**src/rtl/h2f_axi_regbank_if.sv**
```systemverilog
// AXI3 signal bundle between the HPS h2f master bridge and the register bank.
interface h2f_axi_regbank_if #(
  parameter int ADDR_W = 30,
  parameter int ID_W   = 12
);
  // write address channel
  logic [ID_W-1:0]   s_awid;
  logic [ADDR_W-1:0] s_awaddr;
  logic [3:0]        s_awlen;
  logic [2:0]        s_awsize;
  logic [1:0]        s_awburst;
  logic [1:0]        s_awlock;
  logic [3:0]        s_awcache;
  logic [2:0]        s_awprot;
  logic              s_awvalid;
  logic              s_awready;
  // write data channel
  logic [ID_W-1:0]   s_wid;
  logic [31:0]       s_wdata;
  logic [3:0]        s_wstrb;
  logic              s_wlast;
  logic              s_wvalid;
  logic              s_wready;
  // write response channel
  logic [ID_W-1:0]   s_bid;
  logic [1:0]        s_bresp;
  logic              s_bvalid;
  logic              s_bready;
  // read address channel
  logic [ID_W-1:0]   s_arid;
  logic [ADDR_W-1:0] s_araddr;
  logic [3:0]        s_arlen;
  logic [2:0]        s_arsize;
  logic [1:0]        s_arburst;
  logic [1:0]        s_arlock;
  logic [3:0]        s_arcache;
  logic [2:0]        s_arprot;
  logic              s_arvalid;
  logic              s_arready;
  // read data channel
  logic [ID_W-1:0]   s_rid;
  logic [31:0]       s_rdata;
  logic [1:0]        s_rresp;
  logic              s_rlast;
  logic              s_rvalid;
  logic              s_rready;

  modport slave (
    input  s_awid, s_awaddr, s_awlen, s_awsize, s_awburst, s_awlock, s_awcache, s_awprot, s_awvalid,
    output s_awready,
    input  s_wid, s_wdata, s_wstrb, s_wlast, s_wvalid,
    output s_wready,
    output s_bid, s_bresp, s_bvalid,
    input  s_bready,
    input  s_arid, s_araddr, s_arlen, s_arsize, s_arburst, s_arlock, s_arcache, s_arprot, s_arvalid,
    output s_arready,
    output s_rid, s_rdata, s_rresp, s_rlast, s_rvalid,
    input  s_rready
  );

  modport master (
    output s_awid, s_awaddr, s_awlen, s_awsize, s_awburst, s_awlock, s_awcache, s_awprot, s_awvalid,
    input  s_awready,
    output s_wid, s_wdata, s_wstrb, s_wlast, s_wvalid,
    input  s_wready,
    input  s_bid, s_bresp, s_bvalid,
    output s_bready,
    output s_arid, s_araddr, s_arlen, s_arsize, s_arburst, s_arlock, s_arcache, s_arprot, s_arvalid,
    input  s_arready,
    input  s_rid, s_rdata, s_rresp, s_rlast, s_rvalid,
    output s_rready
  );
endinterface

```
**src/rtl/h2f_axi_regbank.sv**
```systemverilog
// AXI3 slave register bank on the HPS h2f bridge: one transaction at a time,
// reads and writes arbitrated fairly, FIXED/INCR/WRAP bursts, byte strobes.
//
// state | meaning
// IDLE  | waiting for AW or AR; ready asserted for the granted channel only
// WDATA | accepting len+1 write beats, one per wvalid
// WRESP | presenting bvalid/bid/bresp until bready
// RDATA | presenting registered read beats until the rlast beat is taken
module h2f_axi_regbank #(
  parameter int NREGS  = 16,
  parameter int ADDR_W = 30,
  parameter int ID_W   = 12
) (
  input  logic                 bus_clock_clk,
  input  logic                 bus_reset_reset_n,
  h2f_axi_regbank_if.slave     s,
  output logic [NREGS*32-1:0]  reg_q,
  output logic [NREGS-1:0]     reg_wr_pulse
);

  localparam int IDX_W = ADDR_W - 2;
  localparam int SEL_W = (NREGS > 1) ? $clog2(NREGS) : 1;
  localparam logic [IDX_W-1:0] NREGS_I = IDX_W'(NREGS);
  localparam logic [1:0] RESP_OKAY   = 2'b00;
  localparam logic [1:0] RESP_SLVERR = 2'b10;

  typedef enum logic [1:0] {IDLE, WDATA, WRESP, RDATA} state_t;

  state_t            state_q, state_d;
  logic              prio_rd_q;
  logic [31:0]       regs [NREGS];
  logic [NREGS-1:0]  wr_pulse_q;

  logic [ID_W-1:0]   aw_id_q;
  logic [IDX_W-1:0]  w_idx_q;
  logic [3:0]        w_len_q, w_beat_q;
  logic [1:0]        w_burst_q;
  logic              w_bad_q, w_err_q;

  logic [ID_W-1:0]   ar_id_q;
  logic [IDX_W-1:0]  r_idx_q;
  logic [3:0]        r_len_q, r_beat_q;
  logic [1:0]        r_burst_q;
  logic              r_bad_q;
  logic [31:0]       rdata_q;
  logic [1:0]        rresp_q;
  logic              rlast_q;

  logic aw_ready, ar_ready, w_ready, b_valid, r_valid;
  logic grant_r, aw_hs, ar_hs, w_hs, r_hs, b_hs;
  logic w_last_beat, w_in_range, w_beat_err, w_do_write;
  logic [SEL_W-1:0]  w_sel;
  logic [IDX_W-1:0]  r_idx_next, rd_idx;
  logic              rd_bad, rd_ok;
  logic [31:0]       rd_word;

  // size, lock, cache, prot and the byte offset carry no meaning here
  logic unused_fields;
  assign unused_fields = ^{s.s_awsize, s.s_awlock, s.s_awcache, s.s_awprot, s.s_awaddr[1:0],
                           s.s_arsize, s.s_arlock, s.s_arcache, s.s_arprot, s.s_araddr[1:0]};

  // Reserved burst type, or a WRAP whose length is not a power of two, poisons every beat.
  function automatic logic burst_illegal(input logic [1:0] burst, input logic [3:0] len);
    logic len_ok;
    len_ok = (len == 4'd1) || (len == 4'd3) || (len == 4'd7) || (len == 4'd15);
    burst_illegal = (burst == 2'b11) || ((burst == 2'b10) && !len_ok);
  endfunction

  // WRAP keeps the upper index bits and rolls the low bits inside a len+1 block.
  function automatic logic [IDX_W-1:0] next_idx(input logic [IDX_W-1:0] idx,
                                                input logic [1:0] burst,
                                                input logic [3:0] len);
    logic [IDX_W-1:0] mask, inc;
    mask = IDX_W'(len);
    inc  = idx + IDX_W'(1);
    case (burst)
      2'b01:   next_idx = inc;
      2'b10:   next_idx = (idx & ~mask) | (inc & mask);
      default: next_idx = idx;
    endcase
  endfunction

  // Arbitration: read only wins a contested grant when it holds priority.
  assign grant_r = s.s_arvalid & (~s.s_awvalid | prio_rd_q);

  assign aw_hs = aw_ready & s.s_awvalid;
  assign ar_hs = ar_ready & s.s_arvalid;
  assign w_hs  = w_ready  & s.s_wvalid;
  assign r_hs  = r_valid  & s.s_rready;
  assign b_hs  = b_valid  & s.s_bready;

  assign w_last_beat = (w_beat_q == w_len_q);
  assign w_in_range  = (w_idx_q < NREGS_I);
  assign w_sel       = w_idx_q[SEL_W-1:0];
  assign w_beat_err  = w_bad_q | ~w_in_range | (s.s_wid != aw_id_q) | (s.s_wlast != w_last_beat);
  assign w_do_write  = w_hs & ~w_bad_q & w_in_range;

  // Read mux serves the first beat straight from AR, later beats from the burst walk.
  assign r_idx_next = next_idx(r_idx_q, r_burst_q, r_len_q);
  assign rd_idx     = (state_q == IDLE) ? s.s_araddr[ADDR_W-1:2] : r_idx_next;
  assign rd_bad     = (state_q == IDLE) ? burst_illegal(s.s_arburst, s.s_arlen) : r_bad_q;
  assign rd_ok      = ~rd_bad & (rd_idx < NREGS_I);
  assign rd_word    = rd_ok ? regs[rd_idx[SEL_W-1:0]] : 32'd0;

  // State register
  always_ff @(posedge bus_clock_clk or negedge bus_reset_reset_n) begin
    if (!bus_reset_reset_n) state_q <= IDLE;
    else                    state_q <= state_d;
  end

  // Next-state and channel handshake decode; ready is held low while in reset
  always_comb begin
    state_d  = state_q;
    aw_ready = 1'b0;
    ar_ready = 1'b0;
    w_ready  = 1'b0;
    b_valid  = 1'b0;
    r_valid  = 1'b0;
    case (state_q)
      IDLE: begin
        aw_ready = bus_reset_reset_n & ~grant_r;
        ar_ready = bus_reset_reset_n & grant_r;
        if (aw_ready && s.s_awvalid)      state_d = WDATA;
        else if (ar_ready && s.s_arvalid) state_d = RDATA;
      end
      WDATA: begin
        w_ready = 1'b1;
        if (s.s_wvalid && w_last_beat) state_d = WRESP;
      end
      WRESP: begin
        b_valid = 1'b1;
        if (s.s_bready) state_d = IDLE;
      end
      RDATA: begin
        r_valid = 1'b1;
        if (s.s_rready && rlast_q) state_d = IDLE;
      end
      default: state_d = IDLE;
    endcase
  end

  // Priority flips only when a contested grant is resolved
  always_ff @(posedge bus_clock_clk or negedge bus_reset_reset_n) begin
    if (!bus_reset_reset_n) begin
      prio_rd_q <= 1'b0;
    end else if (aw_hs && s.s_arvalid) begin
      prio_rd_q <= 1'b1;
    end else if (ar_hs && s.s_awvalid) begin
      prio_rd_q <= 1'b0;
    end
  end

  // Write burst tracking: latch AW, walk the index and accumulate beat errors
  always_ff @(posedge bus_clock_clk or negedge bus_reset_reset_n) begin
    if (!bus_reset_reset_n) begin
      aw_id_q   <= '0;
      w_idx_q   <= '0;
      w_len_q   <= '0;
      w_beat_q  <= '0;
      w_burst_q <= '0;
      w_bad_q   <= 1'b0;
      w_err_q   <= 1'b0;
    end else if (aw_hs) begin
      aw_id_q   <= s.s_awid;
      w_idx_q   <= s.s_awaddr[ADDR_W-1:2];
      w_len_q   <= s.s_awlen;
      w_beat_q  <= '0;
      w_burst_q <= s.s_awburst;
      w_bad_q   <= burst_illegal(s.s_awburst, s.s_awlen);
      w_err_q   <= 1'b0;
    end else if (w_hs) begin
      w_idx_q  <= next_idx(w_idx_q, w_burst_q, w_len_q);
      w_beat_q <= w_beat_q + 4'd1;
      if (w_beat_err) w_err_q <= 1'b1;
    end
  end

  // Register array with byte-lane writes and a single-cycle write pulse
  always_ff @(posedge bus_clock_clk or negedge bus_reset_reset_n) begin
    if (!bus_reset_reset_n) begin
      for (int k = 0; k < NREGS; k++) regs[k] <= '0;
      wr_pulse_q <= '0;
    end else begin
      wr_pulse_q <= '0;
      if (w_do_write) begin
        for (int b = 0; b < 4; b++) begin
          if (s.s_wstrb[b]) regs[w_sel][8*b +: 8] <= s.s_wdata[8*b +: 8];
        end
        wr_pulse_q[w_sel] <= 1'b1;
      end
    end
  end

  // Read burst: registered beat data loaded on AR and on each non-final R handshake
  always_ff @(posedge bus_clock_clk or negedge bus_reset_reset_n) begin
    if (!bus_reset_reset_n) begin
      ar_id_q   <= '0;
      r_idx_q   <= '0;
      r_len_q   <= '0;
      r_beat_q  <= '0;
      r_burst_q <= '0;
      r_bad_q   <= 1'b0;
      rdata_q   <= '0;
      rresp_q   <= RESP_OKAY;
      rlast_q   <= 1'b0;
    end else if (ar_hs) begin
      ar_id_q   <= s.s_arid;
      r_idx_q   <= rd_idx;
      r_len_q   <= s.s_arlen;
      r_beat_q  <= '0;
      r_burst_q <= s.s_arburst;
      r_bad_q   <= rd_bad;
      rdata_q   <= rd_word;
      rresp_q   <= rd_ok ? RESP_OKAY : RESP_SLVERR;
      rlast_q   <= (s.s_arlen == 4'd0);
    end else if (r_hs && !rlast_q) begin
      r_idx_q  <= rd_idx;
      r_beat_q <= r_beat_q + 4'd1;
      rdata_q  <= rd_word;
      rresp_q  <= rd_ok ? RESP_OKAY : RESP_SLVERR;
      rlast_q  <= ((r_beat_q + 4'd1) == r_len_q);
    end
  end

  // Flatten the array for user logic
  always_comb begin
    reg_q = '0;
    for (int k = 0; k < NREGS; k++) reg_q[32*k +: 32] = regs[k];
  end

  assign reg_wr_pulse = wr_pulse_q;

  assign s.s_awready = aw_ready;
  assign s.s_arready = ar_ready;
  assign s.s_wready  = w_ready;
  assign s.s_bvalid  = b_valid;
  assign s.s_bid     = aw_id_q;
  assign s.s_bresp   = w_err_q ? RESP_SLVERR : RESP_OKAY;
  assign s.s_rvalid  = r_valid;
  assign s.s_rid     = ar_id_q;
  assign s.s_rdata   = rdata_q;
  assign s.s_rresp   = rresp_q;
  assign s.s_rlast   = rlast_q;

endmodule

```
**src/flat_wrapper.sv**
```systemverilog
// flat-port wrapper written by rule: the top's interface ports become plain ports
module h2f_axi_regbank_flat 
#(
  parameter int NREGS  = 16,
  parameter int ADDR_W = 30,
  parameter int ID_W   = 12
)
  (bus_clock_clk, bus_reset_reset_n, reg_q, reg_wr_pulse, s_s_awid, s_s_awaddr, s_s_awlen, s_s_awsize, s_s_awburst, s_s_awlock, s_s_awcache, s_s_awprot, s_s_awvalid, s_s_awready, s_s_wid, s_s_wdata, s_s_wstrb, s_s_wlast, s_s_wvalid, s_s_wready, s_s_bid, s_s_bresp, s_s_bvalid, s_s_bready, s_s_arid, s_s_araddr, s_s_arlen, s_s_arsize, s_s_arburst, s_s_arlock, s_s_arcache, s_s_arprot, s_s_arvalid, s_s_arready, s_s_rid, s_s_rdata, s_s_rresp, s_s_rlast, s_s_rvalid, s_s_rready);
  h2f_axi_regbank_if #(.ADDR_W(ADDR_W), .ID_W(ID_W)) s_i ();
  input  logic bus_clock_clk;
  input  logic bus_reset_reset_n;
  output logic [NREGS*32-1:0] reg_q;
  output logic [NREGS-1:0] reg_wr_pulse;
  input wire logic [$bits(s_i.s_awid)-1:0] s_s_awid;
  input wire logic [$bits(s_i.s_awaddr)-1:0] s_s_awaddr;
  input wire logic [$bits(s_i.s_awlen)-1:0] s_s_awlen;
  input wire logic [$bits(s_i.s_awsize)-1:0] s_s_awsize;
  input wire logic [$bits(s_i.s_awburst)-1:0] s_s_awburst;
  input wire logic [$bits(s_i.s_awlock)-1:0] s_s_awlock;
  input wire logic [$bits(s_i.s_awcache)-1:0] s_s_awcache;
  input wire logic [$bits(s_i.s_awprot)-1:0] s_s_awprot;
  input wire logic [$bits(s_i.s_awvalid)-1:0] s_s_awvalid;
  output wire logic [$bits(s_i.s_awready)-1:0] s_s_awready;
  input wire logic [$bits(s_i.s_wid)-1:0] s_s_wid;
  input wire logic [$bits(s_i.s_wdata)-1:0] s_s_wdata;
  input wire logic [$bits(s_i.s_wstrb)-1:0] s_s_wstrb;
  input wire logic [$bits(s_i.s_wlast)-1:0] s_s_wlast;
  input wire logic [$bits(s_i.s_wvalid)-1:0] s_s_wvalid;
  output wire logic [$bits(s_i.s_wready)-1:0] s_s_wready;
  output wire logic [$bits(s_i.s_bid)-1:0] s_s_bid;
  output wire logic [$bits(s_i.s_bresp)-1:0] s_s_bresp;
  output wire logic [$bits(s_i.s_bvalid)-1:0] s_s_bvalid;
  input wire logic [$bits(s_i.s_bready)-1:0] s_s_bready;
  input wire logic [$bits(s_i.s_arid)-1:0] s_s_arid;
  input wire logic [$bits(s_i.s_araddr)-1:0] s_s_araddr;
  input wire logic [$bits(s_i.s_arlen)-1:0] s_s_arlen;
  input wire logic [$bits(s_i.s_arsize)-1:0] s_s_arsize;
  input wire logic [$bits(s_i.s_arburst)-1:0] s_s_arburst;
  input wire logic [$bits(s_i.s_arlock)-1:0] s_s_arlock;
  input wire logic [$bits(s_i.s_arcache)-1:0] s_s_arcache;
  input wire logic [$bits(s_i.s_arprot)-1:0] s_s_arprot;
  input wire logic [$bits(s_i.s_arvalid)-1:0] s_s_arvalid;
  output wire logic [$bits(s_i.s_arready)-1:0] s_s_arready;
  output wire logic [$bits(s_i.s_rid)-1:0] s_s_rid;
  output wire logic [$bits(s_i.s_rdata)-1:0] s_s_rdata;
  output wire logic [$bits(s_i.s_rresp)-1:0] s_s_rresp;
  output wire logic [$bits(s_i.s_rlast)-1:0] s_s_rlast;
  output wire logic [$bits(s_i.s_rvalid)-1:0] s_s_rvalid;
  input wire logic [$bits(s_i.s_rready)-1:0] s_s_rready;
  assign s_i.s_awid = s_s_awid;
  assign s_i.s_awaddr = s_s_awaddr;
  assign s_i.s_awlen = s_s_awlen;
  assign s_i.s_awsize = s_s_awsize;
  assign s_i.s_awburst = s_s_awburst;
  assign s_i.s_awlock = s_s_awlock;
  assign s_i.s_awcache = s_s_awcache;
  assign s_i.s_awprot = s_s_awprot;
  assign s_i.s_awvalid = s_s_awvalid;
  assign s_s_awready = s_i.s_awready;
  assign s_i.s_wid = s_s_wid;
  assign s_i.s_wdata = s_s_wdata;
  assign s_i.s_wstrb = s_s_wstrb;
  assign s_i.s_wlast = s_s_wlast;
  assign s_i.s_wvalid = s_s_wvalid;
  assign s_s_wready = s_i.s_wready;
  assign s_s_bid = s_i.s_bid;
  assign s_s_bresp = s_i.s_bresp;
  assign s_s_bvalid = s_i.s_bvalid;
  assign s_i.s_bready = s_s_bready;
  assign s_i.s_arid = s_s_arid;
  assign s_i.s_araddr = s_s_araddr;
  assign s_i.s_arlen = s_s_arlen;
  assign s_i.s_arsize = s_s_arsize;
  assign s_i.s_arburst = s_s_arburst;
  assign s_i.s_arlock = s_s_arlock;
  assign s_i.s_arcache = s_s_arcache;
  assign s_i.s_arprot = s_s_arprot;
  assign s_i.s_arvalid = s_s_arvalid;
  assign s_s_arready = s_i.s_arready;
  assign s_s_rid = s_i.s_rid;
  assign s_s_rdata = s_i.s_rdata;
  assign s_s_rresp = s_i.s_rresp;
  assign s_s_rlast = s_i.s_rlast;
  assign s_s_rvalid = s_i.s_rvalid;
  assign s_i.s_rready = s_s_rready;
  h2f_axi_regbank #(.NREGS(NREGS), .ADDR_W(ADDR_W), .ID_W(ID_W)) u_core (.bus_clock_clk(bus_clock_clk), .bus_reset_reset_n(bus_reset_reset_n), .s(s_i), .reg_q(reg_q), .reg_wr_pulse(reg_wr_pulse));
endmodule
```
**config.mk**
```make
export PLATFORM = sky130hd
export DESIGN_NAME = h2f_axi_regbank_flat
export DESIGN_NICKNAME = d
export VERILOG_FILES = /design/src/rtl/h2f_axi_regbank_if.sv /design/src/rtl/h2f_axi_regbank.sv /design/src/flat_wrapper.sv
export SDC_FILE = /design/constraint.sdc
export NUM_CORES = 1
export LEC_CHECK = 0
export BUFFER_PORTS_ARGS = -buffer_cell sky130_fd_sc_hd__buf_2
export CORE_ASPECT_RATIO = 1.25
export CORE_MARGIN = 3
export CORE_UTILIZATION = 35
export DETAILED_ROUTE_END_ITERATION = 7
export PLACE_DENSITY = 0.64
export SYNTH_ARGS = -nofsm -noshare
export SYNTH_HDL_FRONTEND = slang
export SYNTH_SLANG_ARGS = --single-unit
```
**constraint.sdc**
```tcl
create_clock -name bus_clock_clk -period 2.78 [get_ports bus_clock_clk]
set_input_delay 0.556 -clock bus_clock_clk [delete_from_list [all_inputs] [get_ports bus_clock_clk]]
set_output_delay 0.556 -clock bus_clock_clk [all_outputs]
set_load 0.05 [all_outputs]
```
==> reports/summary.txt <==
Slew @ Worst Pin: 0.901 ns
Hold Path Class: input pin to async pin
Clock power share: 0.247
Initial Utilization: 0.354
Final Hold Fails: 0
Synthesis Warnings: 0
Unique cell type count in the Yosys netlist: 62
Antenna-violating nets left: 0
Synth area leaders: dfrtp_1 53%, mux2_2 18%, mux2i_1 6.5%
Switching Share: 0.397
Pwr dens: 1000 nW/um^2
CTS tree: built
Post-synth EDFFs: 0
Number of fillers in the final layout: 8135
Sequential share of power: 0.260
Register area share after synthesis: 0.530
Clock Latency Late Sink: 0.64 ns
CTS hold repair buffers: 0
Final cycle utilization of the critical path: 1.11
Max_slew headroom: 0.399
GRT Residual Overflow: 0
Post-detail-place hpwl: 94.3 mm
CTS Buf Count: 75
Port bufs: 739
Fmax: 325 MHz
CP Cell Sequence: nand4_1 -> buf_6 -> or2_4 -> nor4_4 -> xnor2_1 -> o21ai_2 -> or4_4 -> nor4_4 -> buf_6 -> buf_12 -> buf_12 -> buf_16 -> a22o_1
Maximum vdd drop: 601 uV
Main flop type after synthesis: dfrtp_1
Critical Path End: u_core.s.s_rdata[4]
Placed Area: 40000 um^2
Max incr delay on CP: 0.44 ns
Final core utilization: 0.487
Post-synthesis register bit count: 668
Met2 WL post-DR: 64.2 mm
Largest net degree at the start of global routing: 152
Mean routed wirelength per cell: 26.2 um
Routed vias: 26.8k
Detailed Route Iter0 Violations: 1606
CP Launch Type: flop
Status: finished, violations left
R2R Path End: u_core.s.s_rdata[4]
DRC: 0
Crit path max fanout: 6
Most common cell after layout, fill and taps aside: buf_2
R2R cell count: 13
Setup Viol. Count Final: 33
Routed WL: 129 mm
Int Power: 26.2 mW
Yosys top cell by area: dfrtp_1
Most frequent cells in the layout: 737 x buf_2, 666 x dfrtp_1, 518 x mux2_2
Layout Cell Area excl Fill: 43400 um^2
Worst setup EP type: flop
Power share of the combinational group: 0.493
Initial antenna violation count: 4
Final Critical Period: 3.08 ns
Violated checks: setup timing
R2R setup slack: -0.30 ns
FP Rows: 122
Post-synth ARST share: 1.00
I/O pins: 770
Vias in the first global route: 27.1k
WP data arrival: 3.66 ns
Initial DRT Pass Iterations: 7
Setup ws final: -0.301 ns
Top Metal Used: met5
Final TNS setup: -8.29 ns
Clk pin slew, worst setup/hold paths: 0.07 ns
Reg2reg start: u_core.r_idx_q[5]
CP startpoint: u_core.r_idx_q[5]
Unrepaired setup endpoints after global routing: true
Clk root buf: clkbuf_16
Layout cell share with drive strength beyond 1: 0.489
Syn avg cell area: 11.8 um^2
GR Util All Layers: 0.268
Top-area cell type share of the netlist area: 0.530
Vias/cell: 5.44
Final #Nets: 3866
WL met3: 10.4 mm
Hold slack final: 0.00371 ns
Die area: 93800 um^2
Slew Limit Fails: 0
WS Path Type: flop to flop
Synth-to-Final Area Change: 37.5%
Die height: 342 um
WP data required: 3.36 ns
First-pass GRT wire length: 185 mm
Chip width: 275 um
Clk_skew: 0.0415 ns
Lkg Pwr: 23.1 nW
Max Cap Violations: 0
CTS Buffer Depth: 3
H-tree depth: 3
Core area: 89000 um^2
Met1 WL: 49.7 mm
Mapped cell area: 31500 um^2
CTS Sinks: 668
Power Total: 43.4 mW
Placer Congestion: 0.924
CP max-delay cell: or4_4
Net Sw Power: 17.2 mW
Cells after Synth: 2666
cells in the mapped netlist (5+ instances only):
library cell	n
nor4_1	21
o21ai_0	112
a22o_1	23
a21o_1	28
and3_1	7
a221o_1	7
a22oi_1	81
nor2b_1	5
nor2_1	83
inv_1	43
buf_1	20
a31oi_1	14
nand4_1	22
nor3_1	25
and2_1	6
dfrtp_1	668
nand2b_1	5
mux2i_1	206
buf_2	21
nand2_1	292
nand3_1	66
a311o_1	13
a21oi_1	82
clkbuf_1	123
xor2_1	25
mux2_2	518
a211oi_1	18
ha_1	10
a211o_1	14
xnor2_1	35
a32o_2	10
critical path, delay by kind of cell (launching register included):
family                 cells  cell delay (ns)
buffers and inverters      5             0.74
AND/OR/NAND/NOR            5             1.50
XOR/XNOR                   1             0.17
AO/OA/AOI/OAI              2             0.21
flip-flops                 1             0.37
worst min path at each step:
stage	slack [ns]	end	cells after the start
2_1_floorplan	0.26	async pin	0
5_1_grt	0.03	u_core.reg_q[416]	2
6_report	0.004	u_core.reg_q[416]	2
3_3_place_gp	0.46	u_core.s.s_rid[3]	2
4_1_cts	0.01	u_core.reg_q[256]	2
3_5_place_dp	0.46	u_core.s.s_rid[11]	2
registers in the layout, indices dropped and copies added (netlist names), named ones only:
signal / count
u_core.prio_rd_q: 1
u_core.r_bad_q: 1
u_core.r_beat_q: 4
u_core.r_burst_q: 2
u_core.r_idx_q: 28
u_core.r_len_q: 4
u_core.reg_q: 512
u_core.reg_wr_pulse: 16
u_core.s.s_bid: 12
u_core.s.s_rdata: 32
u_core.s.s_rid: 12
u_core.s.s_rlast: 1
u_core.s.s_rresp: 1
u_core.state_q: 2
u_core.w_bad_q: 1
u_core.w_beat_q: 4
u_core.w_burst_q: 2
u_core.w_err_q: 1
u_core.w_idx_q: 25
u_core.w_len_q: 4
power by group through the flow:
stage,Combinational [mW],Sequential [mW],Clock [mW]
6_report,21.4,11.3,10.7
5_1_grt,22.9,11.4,11.3
4_1_cts,21.3,11.2,10.9
3_5_place_dp,20.4,11.4,0
3_3_place_gp,20.3,11.4,0
2_1_floorplan,10.6,12.0,0
metrics by stage:
| step | setup WS, ns | std cells |
|---|---|---|
| finish | -0.301 | 4926 |
| global route | -0.391 | 4921 |
| CTS | -0.219 | 4914 |
| detailed placement | -0.396 | 4756 |
| global placement | -0.430 | 4756 |
| floorplan | -0.0246 | 2667 |
layer usage:
layer,up-vias,global-route usage
met5,-,0
met4,2,0.0959
met2,1080,0.463
met1,13732,0.318
li1,11710,-
met3,253,0.0729
kinds of logic after synthesis:
logic type               count (synthesis)  synth area share
AND/OR/NAND/NOR                        555            0.0789
adder cells (fa/ha/maj)                 10           0.00397
other                                    1          0.000119
multiplexers                           724             0.250
XOR/XNOR                                60            0.0167
AO/OA/AOI/OAI                          435            0.0929
flip-flops                             668             0.530
buffers and inverters                  213            0.0273
what timing repair did:
action	CTS	global route
cloned	5	0
gates resized for setup	54	23
pin swaps	21	13
endpoints found under the setup margin	223	371
setup buffers	15	5
cell type report:
class                   instances  area, um^2  area share
clock buffers                 109        2200      0.0508
diodes                          7        17.5    0.000404
inverters                      43         165     0.00381
multi-input cells            1786       14400       0.331
repair buffers               1106        7950       0.183
well taps                    1178        1470      0.0340
flip-flops and latches        668       16700       0.386
clock inverters                29         470      0.0108
Note: power is estimated with default switching activity, not from simulation.
